==> src/rtl/iir_cascade_tdm_if.sv <==
// Sample/coefficient/result bundle for the time-multiplexed biquad cascade.
// The testbench drives the master side and the filter uses the slave side.
interface iir_cascade_tdm_if #(
  parameter int DW   = 16,
  parameter int CW   = 16,
  parameter int NSEC = 4,
  parameter int NCH  = 2
) ();
  localparam int CHW = (NCH > 1) ? $clog2(NCH) : 1;
  localparam int AW  = $clog2(NSEC) + 3;

  logic                  in_valid;
  logic                  in_ready;
  logic [CHW-1:0]        in_ch;
  logic signed [DW-1:0]  in_sample;
  logic                  coef_we;
  logic [AW-1:0]         coef_addr;
  logic signed [CW-1:0]  coef_data;
  logic                  out_valid;
  logic [CHW-1:0]        out_ch;
  logic signed [DW-1:0]  out_sample;
  logic                  sat_flag;
  logic                  sat_clr;

  modport master (
    output in_valid, in_ch, in_sample, coef_we, coef_addr, coef_data, sat_clr,
    input  in_ready, out_valid, out_ch, out_sample, sat_flag
  );

  modport slave (
    input  in_valid, in_ch, in_sample, coef_we, coef_addr, coef_data, sat_clr,
    output in_ready, out_valid, out_ch, out_sample, sat_flag
  );
endinterface

==> src/rtl/iir_cascade_tdm.sv <==
// Multi-channel cascade of direct-form-I biquads sharing one registered
// multiplier and one wide accumulator; 6 cycles per section.
//
// state   | meaning
// IDLE    | ready for a sample; coefficient writes allowed when no sample offered
// MAC     | 5 products of the current section, one per cycle (down-counter mac_cnt)
// SEC_END | absorb last product, round/saturate, update history, next section
// DONE    | one-cycle result strobe
module iir_cascade_tdm #(
  parameter int DW   = 16,
  parameter int CW   = 16,
  parameter int FRAC = 14,
  parameter int NSEC = 4,
  parameter int NCH  = 2,
  parameter int ACCW = 40
) (
  input logic              clk,
  input logic              reset,
  iir_cascade_tdm_if.slave bus
);
  localparam int CHW = (NCH > 1) ? $clog2(NCH) : 1;
  localparam int SW  = (NSEC > 1) ? $clog2(NSEC) : 1;
  localparam int AW  = $clog2(NSEC) + 3;
  localparam int PW  = CW + DW;

  localparam logic signed [CW-1:0]   PASS = CW'(1) << FRAC;
  localparam logic signed [ACCW-1:0] RND  = ACCW'(1) << (FRAC - 1);
  localparam logic signed [ACCW-1:0] SMAX = {{(ACCW-DW+1){1'b0}}, {(DW-1){1'b1}}};
  localparam logic signed [ACCW-1:0] SMIN = {{(ACCW-DW+1){1'b1}}, {(DW-1){1'b0}}};

  typedef enum logic [1:0] {IDLE, MAC, SEC_END, DONE} state_t;
  state_t state, state_nx;

  logic [2:0]              mac_cnt;
  logic [2:0]              idx;
  logic [SW-1:0]           sec;
  logic [CHW-1:0]          ch;
  logic signed [DW-1:0]    cur_x;
  logic signed [CW-1:0]    coef [NSEC][5];
  logic signed [DW-1:0]    x1 [NCH][NSEC];
  logic signed [DW-1:0]    x2 [NCH][NSEC];
  logic signed [DW-1:0]    y1 [NCH][NSEC];
  logic signed [DW-1:0]    y2 [NCH][NSEC];
  logic signed [PW-1:0]    prod;
  logic                    prod_neg;
  logic signed [ACCW-1:0]  acc;
  logic signed [ACCW-1:0]  prod_ext;
  logic signed [ACCW-1:0]  acc_sum;
  logic signed [ACCW-1:0]  rnd;
  logic signed [DW-1:0]    res;
  logic                    clip;
  logic signed [CW-1:0]    coef_op;
  logic signed [DW-1:0]    data_op;
  logic signed [PW-1:0]    coef_ext;
  logic signed [PW-1:0]    data_ext;
  logic [AW-1:0]           wsec;
  logic                    wr_ok;
  logic                    last_sec;

  assign idx      = 3'd4 - mac_cnt;
  assign last_sec = (sec == SW'(NSEC - 1));
  assign wsec     = bus.coef_addr >> 3;
  assign wr_ok    = (wsec < AW'(NSEC)) && (bus.coef_addr[2:0] < 3'd5);

  always_comb begin
    coef_op = '0;
    data_op = '0;
    case (idx)
      3'd0: begin coef_op = coef[sec][0]; data_op = cur_x;        end
      3'd1: begin coef_op = coef[sec][1]; data_op = x1[ch][sec];  end
      3'd2: begin coef_op = coef[sec][2]; data_op = x2[ch][sec];  end
      3'd3: begin coef_op = coef[sec][3]; data_op = y1[ch][sec];  end
      3'd4: begin coef_op = coef[sec][4]; data_op = y2[ch][sec];  end
      default: ;
    endcase
  end

  assign coef_ext = {{DW{coef_op[CW-1]}}, coef_op};
  assign data_ext = {{CW{data_op[DW-1]}}, data_op};
  assign prod_ext = {{(ACCW-PW){prod[PW-1]}}, prod};
  // Feedback terms enter subtracted so a1/a2 = -2^(CW-1) stays exact.
  assign acc_sum  = prod_neg ? (acc - prod_ext) : (acc + prod_ext);
  assign rnd      = (acc_sum + RND) >>> FRAC;

  always_comb begin
    clip = 1'b0;
    res  = rnd[DW-1:0];
    if (rnd > SMAX) begin
      res  = SMAX[DW-1:0];
      clip = 1'b1;
    end else if (rnd < SMIN) begin
      res  = SMIN[DW-1:0];
      clip = 1'b1;
    end
  end

  always_comb begin
    state_nx = state;
    case (state)
      IDLE:    if (bus.in_valid) state_nx = MAC;
      MAC:     if (mac_cnt == 3'd0) state_nx = SEC_END;
      SEC_END: state_nx = last_sec ? DONE : MAC;
      DONE:    state_nx = IDLE;
      default: state_nx = IDLE;
    endcase
  end

  assign bus.in_ready  = reset && (state == IDLE);
  assign bus.out_valid = reset && (state == DONE);

  always_ff @(posedge clk) begin
    if (!reset) state <= IDLE;
    else        state <= state_nx;
  end

  always_ff @(posedge clk) begin
    if (!reset) begin
      mac_cnt        <= 3'd4;
      sec            <= '0;
      ch             <= '0;
      cur_x          <= '0;
      prod           <= '0;
      prod_neg       <= 1'b0;
      acc            <= '0;
      bus.out_sample <= '0;
      bus.out_ch     <= '0;
      bus.sat_flag   <= 1'b0;
      for (int s = 0; s < NSEC; s++) begin
        coef[s][0] <= PASS;
        for (int k = 1; k < 5; k++) coef[s][k] <= '0;
        for (int c = 0; c < NCH; c++) begin
          x1[c][s] <= '0;
          x2[c][s] <= '0;
          y1[c][s] <= '0;
          y2[c][s] <= '0;
        end
      end
    end else begin
      case (state)
        IDLE: begin
          mac_cnt <= 3'd4;
          sec     <= '0;
          if (bus.in_valid) begin
            cur_x <= bus.in_sample;
            ch    <= bus.in_ch;
          end else if (bus.coef_we && wr_ok) begin
            coef[wsec[SW-1:0]][bus.coef_addr[2:0]] <= bus.coef_data;
          end
        end
        MAC: begin
          prod     <= coef_ext * data_ext;
          prod_neg <= (idx >= 3'd3);
          acc      <= (mac_cnt == 3'd4) ? '0 : acc_sum;
          if (mac_cnt != 3'd0) mac_cnt <= mac_cnt - 3'd1;
        end
        SEC_END: begin
          x2[ch][sec] <= x1[ch][sec];
          x1[ch][sec] <= cur_x;
          y2[ch][sec] <= y1[ch][sec];
          y1[ch][sec] <= res;
          cur_x       <= res;
          mac_cnt     <= 3'd4;
          sec         <= sec + 1'b1;
          if (last_sec) begin
            bus.out_sample <= res;
            bus.out_ch     <= ch;
          end
        end
        default: ;
      endcase

      if ((state == SEC_END) && clip) bus.sat_flag <= 1'b1;
      else if (bus.sat_clr)           bus.sat_flag <= 1'b0;
    end
  end
endmodule

==> src/flat_wrapper.sv <==
// flat-port wrapper written by rule: the top's interface ports become plain ports
module iir_cascade_tdm_flat 
#(
  parameter int DW   = 16,
  parameter int CW   = 16,
  parameter int FRAC = 14,
  parameter int NSEC = 4,
  parameter int NCH  = 2,
  parameter int ACCW = 40
)
  (clk, reset, bus_in_valid, bus_in_ch, bus_in_sample, bus_coef_we, bus_coef_addr, bus_coef_data, bus_sat_clr, bus_in_ready, bus_out_valid, bus_out_ch, bus_out_sample, bus_sat_flag);
  iir_cascade_tdm_if #(.DW(DW), .CW(CW), .NSEC(NSEC), .NCH(NCH)) bus_i ();
  input logic clk;
  input logic reset;
  input wire logic [$bits(bus_i.in_valid)-1:0] bus_in_valid;
  input wire logic [$bits(bus_i.in_ch)-1:0] bus_in_ch;
  input wire logic [$bits(bus_i.in_sample)-1:0] bus_in_sample;
  input wire logic [$bits(bus_i.coef_we)-1:0] bus_coef_we;
  input wire logic [$bits(bus_i.coef_addr)-1:0] bus_coef_addr;
  input wire logic [$bits(bus_i.coef_data)-1:0] bus_coef_data;
  input wire logic [$bits(bus_i.sat_clr)-1:0] bus_sat_clr;
  output wire logic [$bits(bus_i.in_ready)-1:0] bus_in_ready;
  output wire logic [$bits(bus_i.out_valid)-1:0] bus_out_valid;
  output wire logic [$bits(bus_i.out_ch)-1:0] bus_out_ch;
  output wire logic [$bits(bus_i.out_sample)-1:0] bus_out_sample;
  output wire logic [$bits(bus_i.sat_flag)-1:0] bus_sat_flag;
  assign bus_i.in_valid = bus_in_valid;
  assign bus_i.in_ch = bus_in_ch;
  assign bus_i.in_sample = bus_in_sample;
  assign bus_i.coef_we = bus_coef_we;
  assign bus_i.coef_addr = bus_coef_addr;
  assign bus_i.coef_data = bus_coef_data;
  assign bus_i.sat_clr = bus_sat_clr;
  assign bus_in_ready = bus_i.in_ready;
  assign bus_out_valid = bus_i.out_valid;
  assign bus_out_ch = bus_i.out_ch;
  assign bus_out_sample = bus_i.out_sample;
  assign bus_sat_flag = bus_i.sat_flag;
  iir_cascade_tdm #(.DW(DW), .CW(CW), .FRAC(FRAC), .NSEC(NSEC), .NCH(NCH), .ACCW(ACCW)) u_core (.clk(clk), .reset(reset), .bus(bus_i));
endmodule
==> config.mk <==
export PLATFORM = sky130hd
export DESIGN_NAME = iir_cascade_tdm_flat
export DESIGN_NICKNAME = d
export VERILOG_FILES = /design/src/rtl/iir_cascade_tdm_if.sv /design/src/rtl/iir_cascade_tdm.sv /design/src/flat_wrapper.sv
export SDC_FILE = /design/constraint.sdc
export NUM_CORES = 2
export LEC_CHECK = 0
export CAP_MARGIN = 20
export CORE_MARGIN = 2
export CORE_UTILIZATION = 40
export CTS_CLUSTER_SIZE = 24
export DETAILED_ROUTE_END_ITERATION = 16
export PLACE_DENSITY = 0.59
export SYNTH_ARGS = -nofsm -noshare
export SYNTH_HDL_FRONTEND = slang
export SYNTH_SLANG_ARGS = --single-unit
==> constraint.sdc <==
create_clock -name clk -period 10.51 [get_ports clk]
set_input_delay 1.051 -clock clk [delete_from_list [all_inputs] [get_ports clk]]
set_output_delay 1.051 -clock clk [all_outputs]
set_load 0.005 [all_outputs]
==> metrics.md <==
| Metric | Value |
|---|---|
| Drt wl/cell | approximately 24 microns |
| Vias in the first global route | approximately 37000 |
| Total vias in the final route | ~37000 |
| Setup TNS | 0 ns |
| Post-Synthesis Cells | around 4600 |
| Pre-antenna DRT Iters | 6 |
| Comb power frac | about two fifths |
| CTS clock-pin slew for the worst setup and hold paths | 0.06 ns |
| Main synth FF type | edfxtp_1 |
| Detail Route Antenna Nets | 0 |
| Ports | 63 |
| Synth warn | 0 |
| Fin crit share | a little over nine tenths |
| Nets | a little over 5000 |
| Post-CTS sizing | 0 |
| Setup bufs post-CTS | 0 |
| Syn Area/Cell | 11.9 sq um |
| Placed Cells incl. Taps | about 6300 |
| Clk_lat worst skew | between 0.7 and 0.8 ns |
| Arr. time, crit path | ~11 ns |
| Core area | approximately 0.14 sq mm |
| Initial DRC Count | 3509 |
| Pint | roughly 8.0 mW |
| H-tree lvl count | 3 |
| Pwr Density | roughly 220 mW/mm^2 |
| Cell area after synthesis | roughly 0.055 sq mm |
| Initial antenna violation count | 1 |
| TritonCTS Sinks | 950 |
| Fmax | 101 MHz |
| Max-Cap Viols | 0 |
| R2R Setup Slk | approximately 0.57 ns |
| Worst Hold Depth | 2 |
| Status | finished, final reports clean |
| Final min period | between 9 and 10 ns |
| Leakage | between 20 and 25 nW |
| Synth async-reset ratio | 0% |
| Max Slew Vio Count | 0 |
| I/O Buffers | a little over 60 |
| Yosys cell types | 96 |
| Starting density of the core | 40.2% |
| Net switching power | 5.28 mW |
| Reg2Reg Depth | 31 |
| Critical-path top delay cell | and2_1 |
| Clock power share | between 20% and 30% |
| Non-Filler Instances | roughly 6500 |
| Critical path class | flop to flop |
| Die height | between 300 and 400 microns |
| Critical Path Start | u_core.mac_cnt[0] |
| Die X | between 300 and 400 microns |
| Max_slew headroom | around a quarter |
| RR Endpoint | u_core.prod[31] |
| Worst hold path type | flop to flop |
| CP required | 11.21 ns |
| CTS root buf | clkbuf_16 |
| Worst reg2reg startpoint | u_core.mac_cnt[0] |
| Area grow syn2layout | 11.5% |
| Die area | between 0.1 and 0.15 sq mm |
| Vias per cell | roughly 5.6 |
| Sequential area share after synthesis | about half |
| Sw frac | between 30 and 40% |
| Num rows | roughly 140 |
| Endpoints failing setup | 0 |
| HPWL after detailed placement | about 100000 microns |
| Residual DRC | 0 |
| Net Count, Synth | between 5000 and 6000 |
| Layout cells sized above 1 | roughly 13% |
| CTS Buf Count | between 100 and 150 |
| Post-synth EDFFs | between 800 and 900 |
| Worst-margin pin slew | between 1 and 1.5 ns |
| GPL Wtd Cong | 0.877 |
| Min-delay src | u_core.bus.out_sample[1] |
| Worst Skew | 0.115 ns |
| Peak per-stage delay on the critical path | 0.89 ns |
| Critical Path Start Type | flop |
| Synthesis-stage register bit count | 950 |
| Endpoints failing hold | 0 |
| Most used cell, CP | fa_1 |
| First-pass GRT wire length | about 240000 microns |
| VDD IR max | between 150 and 200 uV |
| Post-CTS Hold Buffers | 0 |
| Flop pwr share | 33.1% |
| Pin count of the biggest net entering global routing | between 70 and 80 |
| CP endpoint kind | flop |
| Gr usage total | between 20% and 30% |
| TritonCTS clock tree | yes |
| Clock buffer depth | 3 |
| CP max FO | 17 |
| Filler Cell Count | roughly 13000 |
| Gr ovfl total | 0 |
| RSZ-0062 raised after global routing | no |
| Final wirelength | between 150000 and 200000 microns |
| Hold EP | u_core.bus.out_sample[1] |
==> worst max-delay path by stage <==
stage	end	slack (ns)	depth (start not counted)
finish	u_core.prod[31]	0.57	31
global placement	u_core.prod[31]	0.75	31
detailed placement	u_core.prod[31]	0.68	31
CTS	u_core.prod[31]	0.68	31
global route	u_core.prod[31]	0.17	30
floorplan	u_core.prod[31]	0.74	34
==> critical path: cells and delay by family (launching register included) <==
family	cells	cell delay, ns
AOI/OAI and AO/OA	8	1.53
adders and majority gates	9	4.16
buffers and inverters	4	0.28
DFF	1	0.43
and+or+nand+nor	10	3.52
==> cells in the mapped netlist, types with 13 or more instances <==
cell      count  area share [%]
and3_1      146             1.7
or3_1        35            0.40
clkbuf_1    240             1.6
buf_1        33            0.22
inv_1       355             2.4
nor2b_1      75            0.85
o22ai_1      13            0.15
ha_1        134             3.0
o21ai_0      91            0.83
nand2b_1     41            0.46
o21ai_1      17            0.15
a21boi_0     23            0.31
dfxtp_1     118             4.3
or2_2        29            0.33
fa_1        264             9.6
nor3_1       39            0.35
a22oi_1      64            0.87
mux2i_1      52            0.94
a21o_1       30            0.41
mux4_2      208             8.5
nand2_1     304             2.1
buf_2        17            0.15
o21a_1       13            0.18
a21oi_1     112             1.0
xor2_1       25            0.40
edfxtp_1    832              45
xnor2_1      81             1.3
nand3_1      70            0.64
and2_1      358             4.1
nor2_1      625             4.3
o211ai_1     15            0.20
==> power groups by stage <==
| stage | logic [mW] | clock network (mW) | registers [mW] |
|---|---|---|---|
| final | 5.39 | 3.54 | 4.41 |
| after global routing | 5.97 | 3.73 | 4.43 |
| after CTS | 5.40 | 3.59 | 4.41 |
| after detailed placement | 5.37 | 0 | 4.49 |
| after global placement | 5.33 | 0 | 4.48 |
| after floorplan | 3.88 | 0 | 4.42 |
==> flip-flops by register name (all words and copies together), names as in the netlist, named ones only <==
register / cells
u_core.x2: 128
u_core.x1: 128
u_core.acc: 40
u_core.prod_neg: 1
u_core.bus.out_sample: 16
u_core.sec: 2
u_core.prod: 32
u_core.cur_x: 16
u_core.coef: 320
u_core.ch: 1
u_core.mac_cnt: 3
u_core.state: 2
u_core.y2: 128
u_core.bus.out_ch: 1
u_core.bus.sat_flag: 1
u_core.y1: 128
==> logic make-up after synthesis <==
group                    share of synthesized area, %
AND/OR/NAND/NOR                                  16.0
flip-flops                                       49.6
XOR/XNOR                                         1.71
multiplexers                                     9.44
adder cells (fa/ha/maj)                          12.6
buffers and inverters                            4.52
AO/OA/AOI/OAI                                    6.11
==> layer usage <==
metal  GRT usage [%]  vias up  wire length, microns
met5               0        -                     0
met4            6.44        0                  4240
met3            2.59      228                  9430
met2            36.8     1314                 76200
met1            31.3    18740                 68000
li1                -    16285                     -
==> metrics by stage <==
stage	util (%)	area (sq um)	hold slack (ns)	setup WS, ns	power (mW)
finish	44.8	61500	0.448	0.566	13.3
global route	44.8	61500	0.475	0.173	14.1
CTS	44.8	61400	0.450	0.681	13.4
detailed placement	42.4	58200	0.442	0.675	9.85
global placement	42.4	58100	0.435	0.754	9.81
floorplan	-	55200	0.439	0.743	8.30
==> cells in the final DEF (no fill, tap or decap), types with 15 or more instances in the layout <==
master           synthesis  routed
or3_1                   35      35
or2_2                   29      29
and2_1                 358     358
inv_1                  355     354
fa_1                   264     264
nand3_1                 70      70
nor2b_1                 75      75
clkdlybuf4s50_1          0      61
a21boi_0                23      23
a22oi_1                 64      64
clkinv_2                 0      15
a21oi_1                112     112
nand2b_1                41      40
mux2i_1                 52      52
a21o_1                  30      30
nor3_1                  39      38
xnor2_1                 81      81
ha_1                   134     132
edfxtp_1               832     832
buf_4                    1     129
xor2_1                  25      25
nor2_1                 625     623
clkbuf_16                0     103
and3_1                 146     144
o21ai_1                 17      33
clkbuf_1               240      21
o211ai_1                15      15
nand2_1                304     289
o21ai_0                 91      74
dfxtp_1                118     114
clkinv_1                 0      24
mux4_2                 208     208
==> final cells by class <==
cell class / count / area, sq um / share of cell area [%]
flip-flops and latches: 950 / 27400 / 44.5
inverters: 355 / 1340 / 2.17
diodes: 2 / 5.00 / 0.00814
clock inverters: 60 / 554 / 0.901
multi-input cells: 3044 / 25500 / 41.5
clock buffers: 128 / 2710 / 4.41
well taps: 1794 / 2240 / 3.65
repair buffers: 202 / 1780 / 2.90
Note: power is estimated with default switching activity, not from simulation.
